File: src/rtl/branch_predictor_pkg.sv
// Shared definitions for the branch predictor / BTB: counter encodings,
// default table geometry and entry field widths.
package branch_predictor_pkg;

  typedef enum logic [1:0] {
    STRONG_NT = 2'b00,
    WEAK_NT   = 2'b01,
    WEAK_T    = 2'b10,
    STRONG_T  = 2'b11
  } ctr_t;

  localparam int DEFAULT_INDEX_BITS = 3;
  localparam int PC_W               = 16;
  localparam int TARGET_W           = 16;

  // Tag covers the PC bits above the index; PC[0] is never used.
  function automatic int tag_w(input int index_bits);
    return 15 - index_bits;
  endfunction

  localparam int TAG_W = tag_w(DEFAULT_INDEX_BITS);

endpackage

File: src/rtl/sat_counter_2bit.sv
// Next-state logic for a 2-bit saturating direction counter.
module sat_counter_2bit
  import branch_predictor_pkg::*;
(
  input  logic [1:0] ctr,
  input  logic       taken,
  output logic [1:0] ctr_next
);

  // NOTE: every always_comb output gets a default first so no latch is inferred.
  always_comb begin
    ctr_next = ctr;
    if (taken) begin
      if (ctr != STRONG_T) ctr_next = ctr + 2'd1;
    end else begin
      if (ctr != STRONG_NT) ctr_next = ctr - 2'd1;
    end
  end

endmodule

File: src/rtl/branch_predictor.sv
// Direct-mapped branch predictor + BTB: combinational lookup on the fetch PC,
// training from the decode stage, and mispredict / corrected-PC generation.
module branch_predictor
  import branch_predictor_pkg::*;
#(
  parameter int INDEX_BITS = DEFAULT_INDEX_BITS
) (
  input  logic        clk,
  input  logic        rst,
  input  logic [15:0] PC_curr,
  output logic        predicted_taken,
  output logic [15:0] predicted_target,
  input  logic        update_en,
  input  logic [15:0] ID_PC,
  input  logic        ID_is_branch,
  input  logic        ID_actual_taken,
  input  logic [15:0] ID_actual_target,
  input  logic        ID_predicted_taken,
  input  logic [15:0] ID_predicted_target,
  output logic        mispredicted,
  output logic [15:0] correct_PC
);

  localparam int ENTRIES = 1 << INDEX_BITS;
  localparam int TW      = tag_w(INDEX_BITS);

  logic              valid_q  [ENTRIES];
  logic [TW-1:0]     tag_q    [ENTRIES];
  logic [1:0]        ctr_q    [ENTRIES];
  logic [TARGET_W-1:0] target_q [ENTRIES];

  logic [INDEX_BITS-1:0] lk_idx, upd_idx;
  logic [TW-1:0]         lk_tag, upd_tag;
  logic                  lk_hit, upd_hit, upd_fire;
  logic [1:0]            ctr_next;

  assign lk_idx  = PC_curr[INDEX_BITS:1];
  assign lk_tag  = PC_curr[15:INDEX_BITS+1];
  assign upd_idx = ID_PC[INDEX_BITS:1];
  assign upd_tag = ID_PC[15:INDEX_BITS+1];

  // PC[0] is architecturally ignored.
  logic unused_pc_lsb;
  assign unused_pc_lsb = PC_curr[0] ^ ID_PC[0];

  // Lookup reads the current table only; a same-cycle update is not bypassed.
  assign lk_hit           = valid_q[lk_idx] && (tag_q[lk_idx] == lk_tag);
  assign predicted_taken  = lk_hit && ctr_q[lk_idx][1];
  assign predicted_target = lk_hit ? target_q[lk_idx] : 16'h0000;

  assign upd_fire = update_en && ID_is_branch;
  assign upd_hit  = valid_q[upd_idx] && (tag_q[upd_idx] == upd_tag);

  sat_counter_2bit u_ctr (
    .ctr      (ctr_q[upd_idx]),
    .taken    (ID_actual_taken),
    .ctr_next (ctr_next)
  );

  // NOTE: the tables are small flop arrays, so every entry is reset explicitly;
  // this also makes a reset cancel any update sampled in the same cycle.
  always_ff @(posedge clk or posedge rst) begin
    if (rst) begin
      for (int i = 0; i < ENTRIES; i++) begin
        valid_q[i]  <= 1'b0;
        tag_q[i]    <= '0;
        ctr_q[i]    <= WEAK_NT;
        target_q[i] <= '0;
      end
    end else if (upd_fire) begin
      // NOTE: sequential state uses non-blocking assignments only.
      valid_q[upd_idx] <= 1'b1;
      tag_q[upd_idx]   <= upd_tag;
      if (upd_hit) begin
        ctr_q[upd_idx] <= ctr_next;
        if (ID_actual_taken) target_q[upd_idx] <= ID_actual_target;
      end else begin
        ctr_q[upd_idx]    <= ID_actual_taken ? WEAK_T : WEAK_NT;
        target_q[upd_idx] <= ID_actual_target;
      end
    end
  end

  // Not gated by update_en: a stalled branch keeps requesting its flush.
  assign mispredicted = ID_is_branch &&
                        ((ID_predicted_taken != ID_actual_taken) ||
                         (ID_actual_taken && (ID_predicted_target != ID_actual_target)));

  assign correct_PC = ID_actual_taken ? ID_actual_target : (ID_PC + 16'd2);

endmodule

File: config.mk
export PLATFORM = sky130hd
export DESIGN_NAME = branch_predictor
export DESIGN_NICKNAME = d
export VERILOG_FILES = /design/src/rtl/branch_predictor_pkg.sv /design/src/rtl/sat_counter_2bit.sv /design/src/rtl/branch_predictor.sv
export SDC_FILE = /design/constraint.sdc
export NUM_CORES = 1
export LEC_CHECK = 0
export ABC_AREA = 0
export CORE_ASPECT_RATIO = 0.7
export CORE_MARGIN = 2
export CORE_UTILIZATION = 55
export CTS_BUF_LIST = sky130_fd_sc_hd__clkbuf_16
export DETAILED_ROUTE_END_ITERATION = 10
export GPL_TIMING_DRIVEN = 0
export HOLD_SLACK_MARGIN = 0.1
export PLACE_DENSITY = 0.74
export SETUP_SLACK_MARGIN = 0.2
export SYNTH_ARGS = -nofsm -noshare
export SYNTH_HDL_FRONTEND = slang
export SYNTH_SLANG_ARGS = --single-unit
File: constraint.sdc
create_clock -name clk -period 12.55 [get_ports clk]
set_clock_uncertainty 0.05 [all_clocks]
set_input_delay 3.765 -clock clk [delete_from_list [all_inputs] [get_ports clk]]
set_output_delay 3.765 -clock clk [all_outputs]
set_load 0.05 [all_outputs]
Yosys cells after proc, flatten, opt, wreduce, memory -nomap -nowiden
Cells that the tools add are included.
{"block": "classes", "n_addsub": 3, "magnitude_cmp": 3, "eq_ne": 6, "mux": 42, "bitwise_logic": 3, "reduce_logical": 10}
{"cell": "2-to-1 mux 128 bit", "count": 2}
{"cell": "bitwise mux 128 bit", "count": 1}
{"cell": "bitwise mux 96 bit", "count": 1}
{"cell": "2-to-1 mux 16 bit", "count": 6}
{"cell": "binary-select mux 12 bit (select 3 bit)", "count": 2}
{"cell": "2-to-1 mux 12 bit", "count": 5}
{"cell": "binary-select mux 16 bit (select 3 bit)", "count": 1}
{"cell": "demux 16 bit (select 3 bit)", "count": 1}
{"cell": "demux 12 bit (select 3 bit)", "count": 1}
{"cell": "bitwise mux 16 bit", "count": 2}
{"cell": "== test 12 bit", "count": 2}
{"cell": "2-to-1 mux 2 bit", "count": 9}
{"cell": "adder 16 x 2 -> 16 bit, second input constant", "count": 1}
{"cell": "inequality test 16 bit", "count": 1}
{"cell": "binary-select mux 2 bit (select 3 bit)", "count": 2}
{"cell": ">= comparator 4 bit, second input constant", "count": 2}
{"cell": "inverter 3 -> 4 bit", "count": 2}
{"cell": "bitwise OR 8 bit", "count": 1}
{"cell": "logical AND 1 bit", "count": 7}
{"cell": "binary-select mux 1 bit (select 3 bit)", "count": 2}
{"cell": "demux 2 bit (select 3 bit)", "count": 1}
{"cell": "2-to-1 mux 1 bit", "count": 5}
{"cell": "less-than comparator 4 x 1 -> 1 bit, second input constant", "count": 1}
{"cell": "inequality test 2 bit, second input constant", "count": 2}
{"cell": "7 further kinds", "count": 7}
{"block": "totals", "regBits": 248, "inputBits": 70, "output_inout_bits": 34, "word_cells": 99}

Longest topological paths before layout
{"block": "depth", "ltp_word": 9, "depth_mapped": 14, "ltp_nobuf": 8}

By module
From an unflattened synthesis, not the netlist that was laid out.
{"block": "hier_totals", "hier_cells": 1755, "hier_area_um2": 15822.7}
{"module": "branch_predictor", "n_inst": 1, "cells_each": 1752, "area_per_inst_um2": 15796.4, "seq_area_each_um2": 6216.0}
{"module": "sat_counter_2bit", "n_inst": 1, "cells_each": 3, "area_per_inst_um2": 26.3, "seq_area_each_um2": 0.0}

Least setup slack after synthesis
OpenSTA, ideal clock, no wires.
{"block": "synth_timing", "kind": "input to output", "startpoint": "in PC_curr[2]", "endpoint": "out predicted_target[10]", "arrival_time_ns": 6.849, "required_time_ns": 8.735, "path_slack_ns": 1.886, "path_stages": 10, "n_path_buf": 4, "path_cell_list": "clkbuf_1 -> clkbuf_1 -> clkbuf_1 -> mux4_2 -> mux2i_1 -> xnor2_1 -> nor4_1 -> nand4_1 -> clkbuf_1 -> nor2_1"}
{"block": "synth_between", "elab_chain_len": 7, "elab_cells_between_ends": 13, "cone_classes": "eq/ne: 1; mux: 10; bitwise: 1; reduce/logical: 1"}
{"item": "start, declared", "line": "branch_predictor.sv:10", "rtl": "input logic [15:0] PC_curr,"}
{"item": "inverter 3 -> 4 bit (not written as such) (*)", "line": "branch_predictor.sv:47, branch_predictor.sv:49"}
{"item": "binary-select mux 12 bit (select 3 bit)", "line": "branch_predictor.sv:47", "rtl": "assign lk_hit = valid_q[lk_idx] && (tag_q[lk_idx] == lk_tag);"}
{"item": "2-to-1 mux 12 bit (not written as such) (2 in a row)", "line": "branch_predictor.sv:47"}
{"item": "== test 12 bit", "line": "branch_predictor.sv:47"}
{"item": "logical AND 1 bit", "line": "branch_predictor.sv:47"}
{"item": "2-to-1 mux 16 bit (*)", "line": "branch_predictor.sv:49", "rtl": "assign predicted_target = lk_hit ? target_q[lk_idx] : 16'h0000;"}
{"item": "end, declared", "line": "branch_predictor.sv:12", "rtl": "output logic [15:0] predicted_target,"}
Mark *: on every way between the ends. The rest lies on a longest branch, timed or not. The select of a mux whose other input is x is not followed.

Worst setup path after layout
{"block": "layout_timing", "startpoint": "in PC_curr[1]", "endpoint": "out predicted_target[4]"}
The elaborated chain is that of the path after synthesis.

==> results.txt <==
The total area inside the core boundary comes to 24400 µm². In this run the static leakage power is 0.00703 µW. The placed cell area was 14800 µm²; the net count after synthesis was 1167.

The tools report the sequential share of power as 0.470. The root cell of the clock tree was sky130_fd_sc_hd__clkbuf_16. Leaving out fill and tap cells, the most frequent cell in the layout is sky130_fd_sc_hd__nand2_1. The tools report the peak supply drop as 0.0916 mV. The number of cells on the worst reg-to-reg path is 10. Counting instances, the worst hold path has a depth of 2. The overall die height is 135 µm, and the final-report hold violation count is 0. Counting the fill cells in the layout gives 1885. 104 I/O pins were placed.

STA classifies the critical path endpoint as an output port. Derived from the worst setup path, the maximum achievable clock frequency is 0.0829 GHz. After floorplanning, the core was divided into 48 placement rows. Setup repair after global routing left no endpoint under its margin. The library cells used most frequently in the layout, excluding fill and tap cells, are 243 x sky130_fd_sc_hd__nand2_1, 240 x sky130_fd_sc_hd__dfrtp_1, 88 x sky130_fd_sc_hd__mux2_2. STA classifies the critical path startpoint as an input port. The most used flip-flop cell after synthesis is sky130_fd_sc_hd__dfrtp_1. The internal power consumption came out at 1680 µW. In the final layout, flip-flops and latches occupy 6220 µm².

The final critical-path share of the clock period works out to 0.961. The clock share of power was 0.296; the CTS buffer count was 24. In this run the critical register-to-register path is captured at target_q[97]. The number of max-cap violations was 0. Setup slack on the worst reg-to-reg path comes out at 9.07 ns. After synthesis the netlist holds a flip-flop and latch count of 248.

Effective utilization at floorplan: 0.555. TritonCTS built the clock tree. The worst setup path is of the in -> out kind. The average size of a mapped cell was 12.4 µm²; the yosys synthesis warning count was 0. The peak per-stage delay on the critical path is 0.82 ns. Setup violations remaining at the end of the flow were counted as 0.

Reg-to-reg critical path startpoint: tag_q[3]. The die outline area is 26000 µm², and the area of the mapped netlist is 13600 µm². For the worst setup path, the data arrival time is 8.24 ns. In the final layout, the multi-input gates occupy 6810 µm². The wire length reported by the detailed router was 37.6 mm; the HPWL after detailed placement was 26.3 mm. In this run, synthesis inferred 0 flip-flops with an integrated enable. The tools report the detailed-route via count as 9448. Share of layout cells above drive strength 1: 0.265.

After detailed routing, the number of remaining DRC violations is 0. Cell at the slowest stage of the critical path: sky130_fd_sc_hd__clkdlybuf4s50_1. Once layout is done, the placed cells without fillers occupy 15600 µm². Path type of the worst min-delay path: reg -> reg.

The detail route stage leaves a number of antenna-violating nets equal to 0. The run finished with clean final reports. The detailed router finished its first iteration with 873 violations.

For this run, the post-layout net count is 1277. Walking the worst path, the cells encountered are clkbuf_1 > buf_2 > buf_1 > clkbuf_1 > clkbuf_1 > mux4_2 > mux2i_1 > nor2_1 > clkdlybuf4s50_1. The startpoint identified for the worst hold timing path is valid_q[5].

The number of antenna violations at the first check in global routing is 1, and the fraction of power spent switching nets is 0.284. The cell occurring most often along the worst timing path is sky130_fd_sc_hd__clkbuf_1. The number of max-slew violations in the final report came out at 0. The path with the worst hold slack has its endpoint at valid_q[5]. For the maximum number of pins on one net before global-route repair, the log shows 130. The power per standard cell area is 150 nW/µm², and the final critical path time including I/O delays and setup is 12.06 ns. The analysis attributes to net switching a power of 666 µW. Deepest level of the CTS H-tree: 1.

The number of global-route vias before repair was 9559; the clock input transition at the sequential cells of the worst setup and hold paths was 0.06 ns. Counting along the longest clock path gives a buffer depth of 3. The number of distinct library cells after synthesis was 46; the combinational power share was 0.234. In the synthesized netlist, the number of instances is 1096. For the total routing resource utilization after global routing, the log shows 0.302. For the pin with the worst max-slew slack, the measured transition is 1.11 ns.

The via-per-instance ratio works out to 6.10. Input and output buffers added on the ports amount to 81. In this run the horizontal extent of the chip is 192 µm. For the worst setup path, the data required time is 8.73 ns. The congestion estimate from routability-driven global placement came to 0.897.

The tools report the utilization after layout as 0.637. Of all nets on the critical path, the largest fanout is 10. Share of flip-flops with an asynchronous set or reset after synthesis: 1.00. In the final routed layout, each cell accounts on average for 24.3 µm. The run gives 248 as the clock sink count. For this run the aggregate overflow at the end of global routing stands at 0. The area growth from synthesis to layout is 14.8%, and the first-pass GRT wire length is 58.1 mm.

The pre-antenna-repair detailed-routing pass consisted of 5 iterations. The worst slew margin relative to its limit was 0.261; the clock insertion delay at the later pin of the skew report was 0.53 ns. The share of synthesized area occupied by flip-flops and latches was 0.458.
-- routing by layer --
layer / GRT usage / vias to the layer above / share of wire
li1: - / 4085 / -
met1: 0.443 / 4852 / 0.44
met2: 0.441 / 437 / 0.44
met3: 0.0963 / 74 / 0.10
met4: 0.0658 / 0 / 0.025
met5: 0.00385 / - / 0
-- state kept, by name, summed over array words and instances, names as in the netlist --
register and cells:
valid_q 8, ctr_q 16, target_q 128, tag_q 96
-- power groups by stage --
| stage | Clock [µW] | Combinational (µW) | Sequential [µW] |
|---|---|---|---|
| detailed placement | 0 | 546 | 1100 |
| global route | 734 | 592 | 1120 |
| CTS | 699 | 548 | 1090 |
| floorplan | 0 | 432 | 1060 |
| global placement | 0 | 527 | 1100 |
| finish | 694 | 548 | 1100 |
-- kinds of logic after synthesis --
kind of cell | count (synthesis) | share of synthesized area
AO/OA/AOI/OAI | 64 | 0.0296
XOR/XNOR | 53 | 0.0342
adder cells (fa/ha/maj) | 1 | 0.000922
buffers and inverters | 93 | 0.0398
flip-flops | 248 | 0.458
multiplexers | 293 | 0.322
AND/OR/NAND/NOR | 344 | 0.115
-- timing repair --
item | 4_1_cts | 5_1_grt
hold buffers | 0 | 0
pin swaps | 1 | 0
setup buffers | 2 | 0
endpoints found under the setup margin | 17 | 4
gates resized for setup | 0 | 2
-- critical path, delay by kind of cell --
kind,cells,cell delay [ns]
buffers and inverters,6,3.83
and+or+nand+nor,1,0.18
muxes,2,0.43
-- layout make-up --
cell class                 instances  area share
multi-input combinational        755       0.437
inverter                           4     0.00145
timing repair buffer              84      0.0548
tap                              325      0.0261
buffer                            89      0.0338
clock buffer                      25      0.0402
antenna                            1    0.000161
sequential                       248       0.399
clock inverter                    19     0.00683
-- how the worst max path moves through the flow --
stage	slack (ns)	startpoint	cells after the start	end
floorplan	1.89	PC_curr[2]	10	predicted_target[10]
global placement	-1.17	rst	2	target_q[60]
detailed placement	-0.27	PC_curr[2]	11	predicted_target[11]
CTS	0.35	PC_curr[2]	12	predicted_target[11]
global route	0.22	PC_curr[1]	9	predicted_target[4]
finish	0.49	PC_curr[1]	9	predicted_target[4]
-- synth_stat cells (5+ instances only) --
library cell,count,area [µm²]
sky130_fd_sc_hd__nand2_8,8,160
sky130_fd_sc_hd__mux2i_1,51,510
sky130_fd_sc_hd__o31ai_1,8,60.1
sky130_fd_sc_hd__a22oi_1,6,45.0
sky130_fd_sc_hd__clkbuf_1,44,165
sky130_fd_sc_hd__a221oi_1,5,43.8
sky130_fd_sc_hd__buf_12,9,180
sky130_fd_sc_hd__nor2_1,36,135
sky130_fd_sc_hd__xnor2_1,36,315
sky130_fd_sc_hd__mux2_4,80,1200
sky130_fd_sc_hd__o21ai_0,26,130
sky130_fd_sc_hd__nand4_1,9,56.3
sky130_fd_sc_hd__xor2_1,17,149
sky130_fd_sc_hd__buf_2,10,50.1
sky130_fd_sc_hd__nand2b_1,11,68.8
sky130_fd_sc_hd__dfstp_2,8,210
sky130_fd_sc_hd__dfrtp_1,240,6010
sky130_fd_sc_hd__mux2_2,88,991
sky130_fd_sc_hd__mux4_2,74,1670
sky130_fd_sc_hd__nand2_1,243,912
sky130_fd_sc_hd__a21oi_1,8,40.0
sky130_fd_sc_hd__buf_1,20,75.1
sky130_fd_sc_hd__nand3_1,11,55.1
-- per-stage QoR --
step	instances	power, µW	setup slack (ns)	hold slack (ns)	TNS [ns]
after CTS	1549	2340	0.352	0.430	0
final	1550	2340	0.493	0.440	0
after global placement	1502	1630	-1.17	0.407	-277.58
after global routing	1549	2440	0.218	0.463	0
after detailed placement	1503	1650	-0.266	0.415	-2.29
after floorplan	1096	1500	1.89	0.385	0
Note: power is estimated with default switching activity, not from simulation.
